--- config.mk ---
export PLATFORM = sky130hd
export DESIGN_NAME = frame_serializer
export DESIGN_NICKNAME = d
export VERILOG_FILES = /design/src/rtl/frame_serializer_pkg.sv /design/src/rtl/frame_serializer_skid_buf.sv /design/src/rtl/frame_serializer.sv
export SDC_FILE = /design/constraint.sdc
export NUM_CORES = 1
export LEC_CHECK = 0
export BUFFER_PORTS_ARGS = -buffer_cell sky130_fd_sc_hd__buf_2
export CAP_MARGIN = 5
export CORE_UTILIZATION = 49
export CTS_CLUSTER_DIAMETER = 120
export CTS_CLUSTER_SIZE = 30
export DETAILED_ROUTE_END_ITERATION = 12
export PLACE_DENSITY = 0.79
export SYNTH_ARGS = -nofsm -noshare
export SYNTH_HDL_FRONTEND = slang
export SYNTH_HIERARCHICAL = 1
export SYNTH_SLANG_ARGS = --single-unit
--- constraint.sdc ---
create_clock -name clk -period 2.6 [get_ports clk]
set_clock_uncertainty 0.2 [all_clocks]
set_input_delay 0.26 -clock clk [delete_from_list [all_inputs] [get_ports clk]]
set_output_delay 0.26 -clock clk [all_outputs]
set_load 0.05 [all_outputs]
--- src/rtl/frame_serializer_pkg.sv ---
// Shared definitions for the frame serializer: FSM state codes and default
// frame geometry, which must stay in step with the detector's window length.
package frame_serializer_pkg;

    typedef enum logic [1:0] {
        ST_IDLE  = 2'd0,
        ST_SHIFT = 2'd1,
        ST_GAP   = 2'd2
    } state_t;

    // 20 data bits plus 1 gap cycle lines up with the detector's 21-cycle window.
    localparam int DEF_FRAME_BITS = 20;
    localparam int DEF_GAP_CYCLES = 1;
    localparam int DEF_CNT_W      = 8;

endpackage

--- src/rtl/frame_serializer_skid_buf.sv ---
// One-entry frame holding register with a full flag, used by frame_serializer
// to queue the next frame while the current one is still being shifted out.
module frame_skid_buf #(
    parameter int W = 20
) (
    input  logic         clk,
    input  logic         rst,
    input  logic         wr,
    input  logic [W-1:0] wdata,
    input  logic         rd,
    output logic [W-1:0] rdata,
    output logic         full
);

    logic [W-1:0] data;

    // A write on the same edge as a read leaves the new frame held and the flag set.
    always_ff @(posedge clk or posedge rst) begin
        if (rst) begin
            data <= '0;
            full <= 1'b0;
        end else begin
            if (wr)
                data <= wdata;
            if (wr)
                full <= 1'b1;
            else if (rd)
                full <= 1'b0;
        end
    end

    assign rdata = data;

endmodule

--- src/rtl/frame_serializer.sv ---
// Parallel-to-serial frame feeder for the pattern detector: LSB-first bits,
// then a gap cycle per frame. Define FRAME_SER_SKID_BUF_EN for back-to-back frames.
module frame_serializer
    import frame_serializer_pkg::*;
#(
    parameter int FRAME_BITS = DEF_FRAME_BITS,
    parameter int GAP_CYCLES = DEF_GAP_CYCLES,
    parameter int CNT_W      = DEF_CNT_W
) (
    input  logic                  clk,
    input  logic                  rst,
    input  logic [FRAME_BITS-1:0] in_frame,
    input  logic                  in_valid,
    output logic                  in_ready,
    output logic                  serial_out,
    output logic                  bit_valid,
    output logic                  frame_start,
    output logic                  frame_end,
    output logic [CNT_W-1:0]      frames_sent
);

    localparam int BW = (FRAME_BITS > 1) ? $clog2(FRAME_BITS) : 1;
    localparam int GW = (GAP_CYCLES > 0) ? $clog2(GAP_CYCLES + 1) : 1;
    localparam logic [BW-1:0] BIT_LAST = BW'(FRAME_BITS - 1);
    localparam logic [GW-1:0] GAP_LAST = GW'(GAP_CYCLES - 1);

    state_t                state, state_nx;
    logic [FRAME_BITS-1:0] shreg, shreg_nx;
    logic [BW-1:0]         bit_cnt, bit_cnt_nx;
    logic [GW-1:0]         gap_cnt, gap_cnt_nx;
    logic [CNT_W-1:0]      sent_cnt, sent_cnt_nx;
    logic                  transfer;
    logic                  gap_exit;
    logic                  buf_full;
    logic [FRAME_BITS-1:0] buf_data;

    assign transfer = in_valid && in_ready;
    assign gap_exit = (state == ST_GAP) && (gap_cnt == GAP_LAST);

`ifdef FRAME_SER_SKID_BUF_EN
    logic buf_wr;
    logic buf_rd;

    // Only frames that cannot go straight into the shifter are parked in the buffer.
    assign buf_wr   = transfer && (state != ST_IDLE) && !(gap_exit && !buf_full);
    assign buf_rd   = buf_full && ((state == ST_IDLE) || gap_exit);
    assign in_ready = !buf_full;

    frame_skid_buf #(
        .W (FRAME_BITS)
    ) u_skid (
        .clk   (clk),
        .rst   (rst),
        .wr    (buf_wr),
        .wdata (in_frame),
        .rd    (buf_rd),
        .rdata (buf_data),
        .full  (buf_full)
    );
`else
    assign buf_full = 1'b0;
    assign buf_data = '0;
    assign in_ready = (state == ST_IDLE);
`endif

    always_ff @(posedge clk or posedge rst) begin
        if (rst) begin
            state    <= ST_IDLE;
            shreg    <= '0;
            bit_cnt  <= '0;
            gap_cnt  <= '0;
            sent_cnt <= '0;
        end else begin
            state    <= state_nx;
            shreg    <= shreg_nx;
            bit_cnt  <= bit_cnt_nx;
            gap_cnt  <= gap_cnt_nx;
            sent_cnt <= sent_cnt_nx;
        end
    end

    always_comb begin
        state_nx    = state;
        shreg_nx    = shreg;
        bit_cnt_nx  = bit_cnt;
        gap_cnt_nx  = gap_cnt;
        sent_cnt_nx = sent_cnt;
        case (state)
            ST_IDLE: begin
                if (buf_full) begin
                    shreg_nx   = buf_data;
                    bit_cnt_nx = '0;
                    state_nx   = ST_SHIFT;
                end else if (transfer) begin
                    shreg_nx   = in_frame;
                    bit_cnt_nx = '0;
                    state_nx   = ST_SHIFT;
                end
            end
            ST_SHIFT: begin
                shreg_nx   = shreg >> 1;
                bit_cnt_nx = bit_cnt + BW'(1);
                if (bit_cnt == BIT_LAST) begin
                    gap_cnt_nx = '0;
                    state_nx   = ST_GAP;
                end
            end
            ST_GAP: begin
                gap_cnt_nx = gap_cnt + GW'(1);
                if (gap_cnt == GAP_LAST) begin
                    sent_cnt_nx = sent_cnt + CNT_W'(1);
                    bit_cnt_nx  = '0;
                    // A queued frame wins; a frame arriving on this very edge goes straight in.
                    if (buf_full) begin
                        shreg_nx = buf_data;
                        state_nx = ST_SHIFT;
                    end else if (transfer) begin
                        shreg_nx = in_frame;
                        state_nx = ST_SHIFT;
                    end else begin
                        state_nx = ST_IDLE;
                    end
                end
            end
            default: state_nx = ST_IDLE;
        endcase
    end

    assign serial_out  = (state == ST_SHIFT) && shreg[0];
    assign bit_valid   = (state == ST_SHIFT);
    assign frame_start = (state == ST_SHIFT) && (bit_cnt == '0);
    assign frame_end   = gap_exit;
    assign frames_sent = sent_cnt;

endmodule

# Word-level counts from Yosys, hierarchy flattened
# Cells that the tools add are included.
# word_totals
register_bits	36
in_bits	23
output_inout_bits	13
# op_classes
n_addsub	3
eq_ne	6
mux	13
bitwise_logic	1
reduce_logical	13
# op_table
op	n
20-bit one-hot mux with 3 select lines	1
20-bit two-way mux	2
5-bit one-hot mux with 3 select lines	1
5-bit two-way mux	2
8-bit by 1-bit adder with 8-bit output, second input constant	1
2-bit two-way mux	3
2-bit one-hot mux with 3 select lines	1
2-bit AND reduction	3
3-bit AND reduction	2
5-bit by 1-bit adder with 5-bit output, second input constant	1
5-bit equality test, second input constant	1
5-bit logical NOT	1
1-bit logical AND	4
2-bit by 1-bit inequality test with 1-bit output, second input constant	2
3-bit nonzero test	1
2-bit by 1-bit equality test with 1-bit output, second input constant	1
2-bit equality test, second input constant	1
2-bit logical NOT	1
1-bit two-way mux	2
2-bit inequality test, second input constant	1
1-bit one-hot mux with 2 select lines	1
2-bit nonzero test	1
1-bit adder, second input constant	1
1-bit inverter	1

# Logic depth before layout (Yosys ltp)
# logic_depth
depth_word	5
ltp_mapped	6
ltp_nobuf	4

# Worst setup path before layout
# OpenSTA, ideal clock, no wires.
# synth_timing
path_type	register to output
from	reg state[0]
to	out frame_start
arrival_ns	1.706
required_time_ns	2.140
setup_slack_ns	0.434
stages_incl_launch_ff	4
cell_sequence	dfrtp_1 > buf_2 > nand2b_1 > nor3_1
# synth_via
elab_chain_len	2
# synth_rtl
item	line	source
from (decl)	frame_serializer.sv:27	state_t state, state_nx;
from (signal assigned)	frame_serializer.sv:74	state <= state_nx;
2-bit by 1-bit equality test with 1-bit output	frame_serializer.sv:131	assign frame_start = (state == ST_SHIFT) && (bit_cnt == '0);
1-bit logical AND	frame_serializer.sv:131	
to (decl)	frame_serializer.sv:17	output logic frame_start,
# Every way passes these cells.

# Final worst setup path
# layout_timing
from	reg state[0]
to	out serial_out
# layout_via
elab_chain_len	2
# layout_rtl
item	line	source
2-bit by 1-bit equality test with 1-bit output	frame_serializer.sv:129	assign serial_out = (state == ST_SHIFT) && shreg[0];
1-bit logical AND	frame_serializer.sv:129	
to (decl)	frame_serializer.sv:15	output logic serial_out,
# Every way passes these cells.

==> results.md <==
- Result of the run: finished, final reports clean
- Number of port buffers: 35
- Syn Area/Cell: 9.60 µm²
- Layout Area Growth over Synthesis: 17.8%
- Height of the chip: 63.2 µm
- Crit share post-route: 90.7%
- Seq cells post-synth: 36
- Normalized max-slew margin: 70.8%
- Top achievable clock speed: 424 MHz
- Yosys warning count: 6
- Fraction of the core area covered by cells at the end of the flow: 62.3%
- Cell Area, Synth: 1830 µm²
- TritonCTS buffer count: 5
- Hold Path Stages: 3
- Share of post-route cells with drive strength above 1: 23.9%
- Setup WS pre-CTS: 0.595 ns
- Proportion of power drawn by combinational gates: 34.6%
- Clk pin slew, worst setup/hold paths: 0.07 ns
- CP required: 2.14 ns
- Leak: 1.03 nW
- Setup repair after global routing missed its margin: no
- Pin count of the biggest net entering global routing: 37
- Fin Hold WS: 0.0471 ns
- Vias in the first global route: 1,366
- Buffer depth of the longest clock path: 2
- Number of DRC violations after detailed routing: 0
- Routability-driven placement congestion ratio: 0.811
- Data arrival time of the worst path: 1.90 ns
- CTS tree: done
- Maximum fanout along the worst path: 26
- Final-report hold violation count: 0
- Initial Util: 52.8%
- Remaining global-route overflow: 0
- Crit path time final: 2.36 ns
- Post-detailed-placement half-perimeter wirelength: 2.35 mm
- Clk network pwr share: 23.0%
- Core footprint: 3470 µm²
- Sequential Power Share: 42.4%
- HP Class: primary input to flop
- Die W: 63.2 µm
- Routed len/inst: 13.4 µm
- Slew of the pin with the lowest slew margin: 0.435 ns
- Fillers: 311
- Final total power: 2.09 mW
- R2r startpoint: state[0]
- Wire length after detailed routing: 3.66 mm
- Worst setup EP type: output pin
- Final worst setup slack: 0.241 ns
- Number of cell instances on the worst register-to-register path: 3
- Post-Syn Instances: 191
- Global-route wire length before repair: 6.42 mm
- Worst Setup SP: state[0]
- Number of H-tree branching levels: 2
- Number of distinct library cell variants in the gate-level netlist after synthesis: 31
- Total clock sinks: 36
- Count of inserted antenna diode cells: 0
- Max capacitance violation total: 0
- Root Buffer: clkbuf_8
- Total die area: 3990 µm²
- Hold wc startpoint: in_frame[8]
- Buffers inserted by post-CTS timing repair: 0
- Max-slew violations: 0
- Site row count: 21
- Psw: 0.787 mW
- Clock insertion delay at the later pin of the skew report: 0.29 ns
- Antenna viol nets, final: 0
- Design internal power: 1.30 mW
- Kind of launch point of the worst setup path: flop
- Starting DRC count in detailed routing: 88
- Worst IR Drop VDD: 0.000570 V
- Post-DR vias/cell: 5.47
- Number of failing setup endpoints in the final timing report: 0
- Share of total power consumed by net switching: 37.7%
- Total number of vias: 1,487
- Final sum of negative setup slack: 0 ns
- Net count of the mapped netlist: 217
- Final-stage net count: 251
- Global routing usage summed across all routing layers: 21.5%
- Register area share after synthesis: 49.1%
- Cell Pwr Density: 967 nW/µm²
- Antenna violations before repair: 0
- Number of iterations in the first detailed-routing pass: 4
- Type of the worst setup path: flop to output pin
- Number of I/O pins: 36
==> synth_stat cells <==
master     n  share of area (%)
nor4_1     1               0.34
a31o_2     1               0.48
inv_2      2               0.41
and2_1     1               0.34
a221o_1    1               0.55
o31ai_2    1               0.68
mux2_2     1               0.61
and3_1     2               0.68
nor3_2     2                1.1
xnor2_1    5                2.4
nor3_1     4                1.1
or3b_1     1               0.48
a21oi_1   20                5.5
a22oi_1   19                7.8
a211o_1    1               0.48
nand2_1    8                1.6
nand2b_1   2               0.68
dfrtp_1   36                 49
buf_1      1               0.20
buf_2      7                1.9
inv_1      5                1.0
o21ai_0   23                6.3
nor3b_1    1               0.41
clkbuf_1   6                1.2
a22o_1     2               0.96
xor2_1     3                1.4
nor2_1     4               0.82
nand3_1    3               0.82
nor2b_1   22                7.5
ha_1       3                2.0
nand4_1    3                1.0
==> registers in the layout, summed over array words and instances, names as in the netlist <==
register,flops
bit_cnt,5
frames_sent,8
gap_cnt,1
shreg,20
state,2
==> cell families after synthesis <==
| logic type | after synthesis | share of synthesized area, % |
|---|---|---|
| muxes | 1 | 0.614 |
| adders and majority gates | 3 | 2.05 |
| and+or+nand+nor | 54 | 16.9 |
| xor gates and xnor gates | 8 | 3.82 |
| AOI/OAI and AO/OA | 68 | 22.7 |
| DFF | 36 | 49.1 |
| buffers and inverters | 21 | 4.78 |
==> worst max-delay path, cell delays in order, from the launching register on <==
cell and delay, ns:
dfrtp_1 0.59, nand2b_1 0.20, inv_2 0.37, and2_1 0.18, buf_2 0.25
==> metal layers <==
layer | routed length [µm] | track usage, %
met3 | 163 | 5.62
met5 | 0 | 0
met2 | 1610 | 30.9
met1 | 1810 | 29.4
met4 | 74 | 11.3
==> through the flow <==
stage | instances | cell area [µm²]
CTS | 272 | 2160
global route | 272 | 2160
floorplan | 191 | 1830
global placement | 263 | 2040
detailed placement | 263 | 2040
finish | 272 | 2160
==> cell type report <==
cell class / instances / area, µm² / share of cell area, %
Multi-Input combinational cell: 134 / 845 / 39.1
Clock buffer: 6 / 72.6 / 3.36
Sequential cell: 36 / 901 / 41.7
Inverter: 7 / 26.3 / 1.22
Timing Repair Buffer: 41 / 223 / 10.3
Tap cell: 46 / 57.6 / 2.67
Clock inverter: 2 / 35.0 / 1.62
==> power groups by stage <==
stage               Combinational (mW)  Clock (mW)  Sequential [mW]
finish                           0.723       0.479            0.886
detailed placement               0.721           0            0.889
global route                     0.820       0.526            0.909
CTS                              0.726       0.493            0.880
global placement                 0.706           0            0.883
floorplan                        0.619           0            0.828
==> worst paths after layout <==
| check | endpoint | slack (ns) |
|---|---|---|
| hold reg to reg | frames_sent[7] | 0.28 |
| hold / removal | shreg[8] | 0.05 |
| min in group asynchronous | shreg[13] | 0.40 |
| setup / recovery | serial_out | 0.24 |
| max in group asynchronous | bit_cnt[0] | 1.47 |
| setup reg to reg | frames_sent[7] | 0.79 |
==> placed cells by master, fill, tap and decap left out <==
cell and count:
a31o_2 1, o21ai_0 23, xor2_1 3, nor3_2 2, clkbuf_1 1, nor3_1 4, nor3b_1 1, buf_2 35
dlygate4sd3_1 1, a221o_1 1, bufinv_16 1, a211o_1 1, buf_4 5, nand3_1 3, a21oi_1 20, clkbuf_8 5
ha_1 3, nand2b_1 2, nand4_1 3, and3_1 2, nor4_1 1, nor2_1 4, a22oi_1 19, and2_1 1
nor2b_1 22, xnor2_1 5, o31ai_2 1, inv_1 5, mux2_2 1, inv_2 2, or3b_1 1, clkinv_2 1
dfrtp_1 36, a22o_1 2, nand2_1 8
==> repair_timing <==
action | 4_1_cts | 5_1_grt
endpoints found under the hold margin | 36 | 0
hold buffers | 1 | 0
gates resized for setup | 0 | 0
Note: power is estimated with default switching activity, not from simulation.
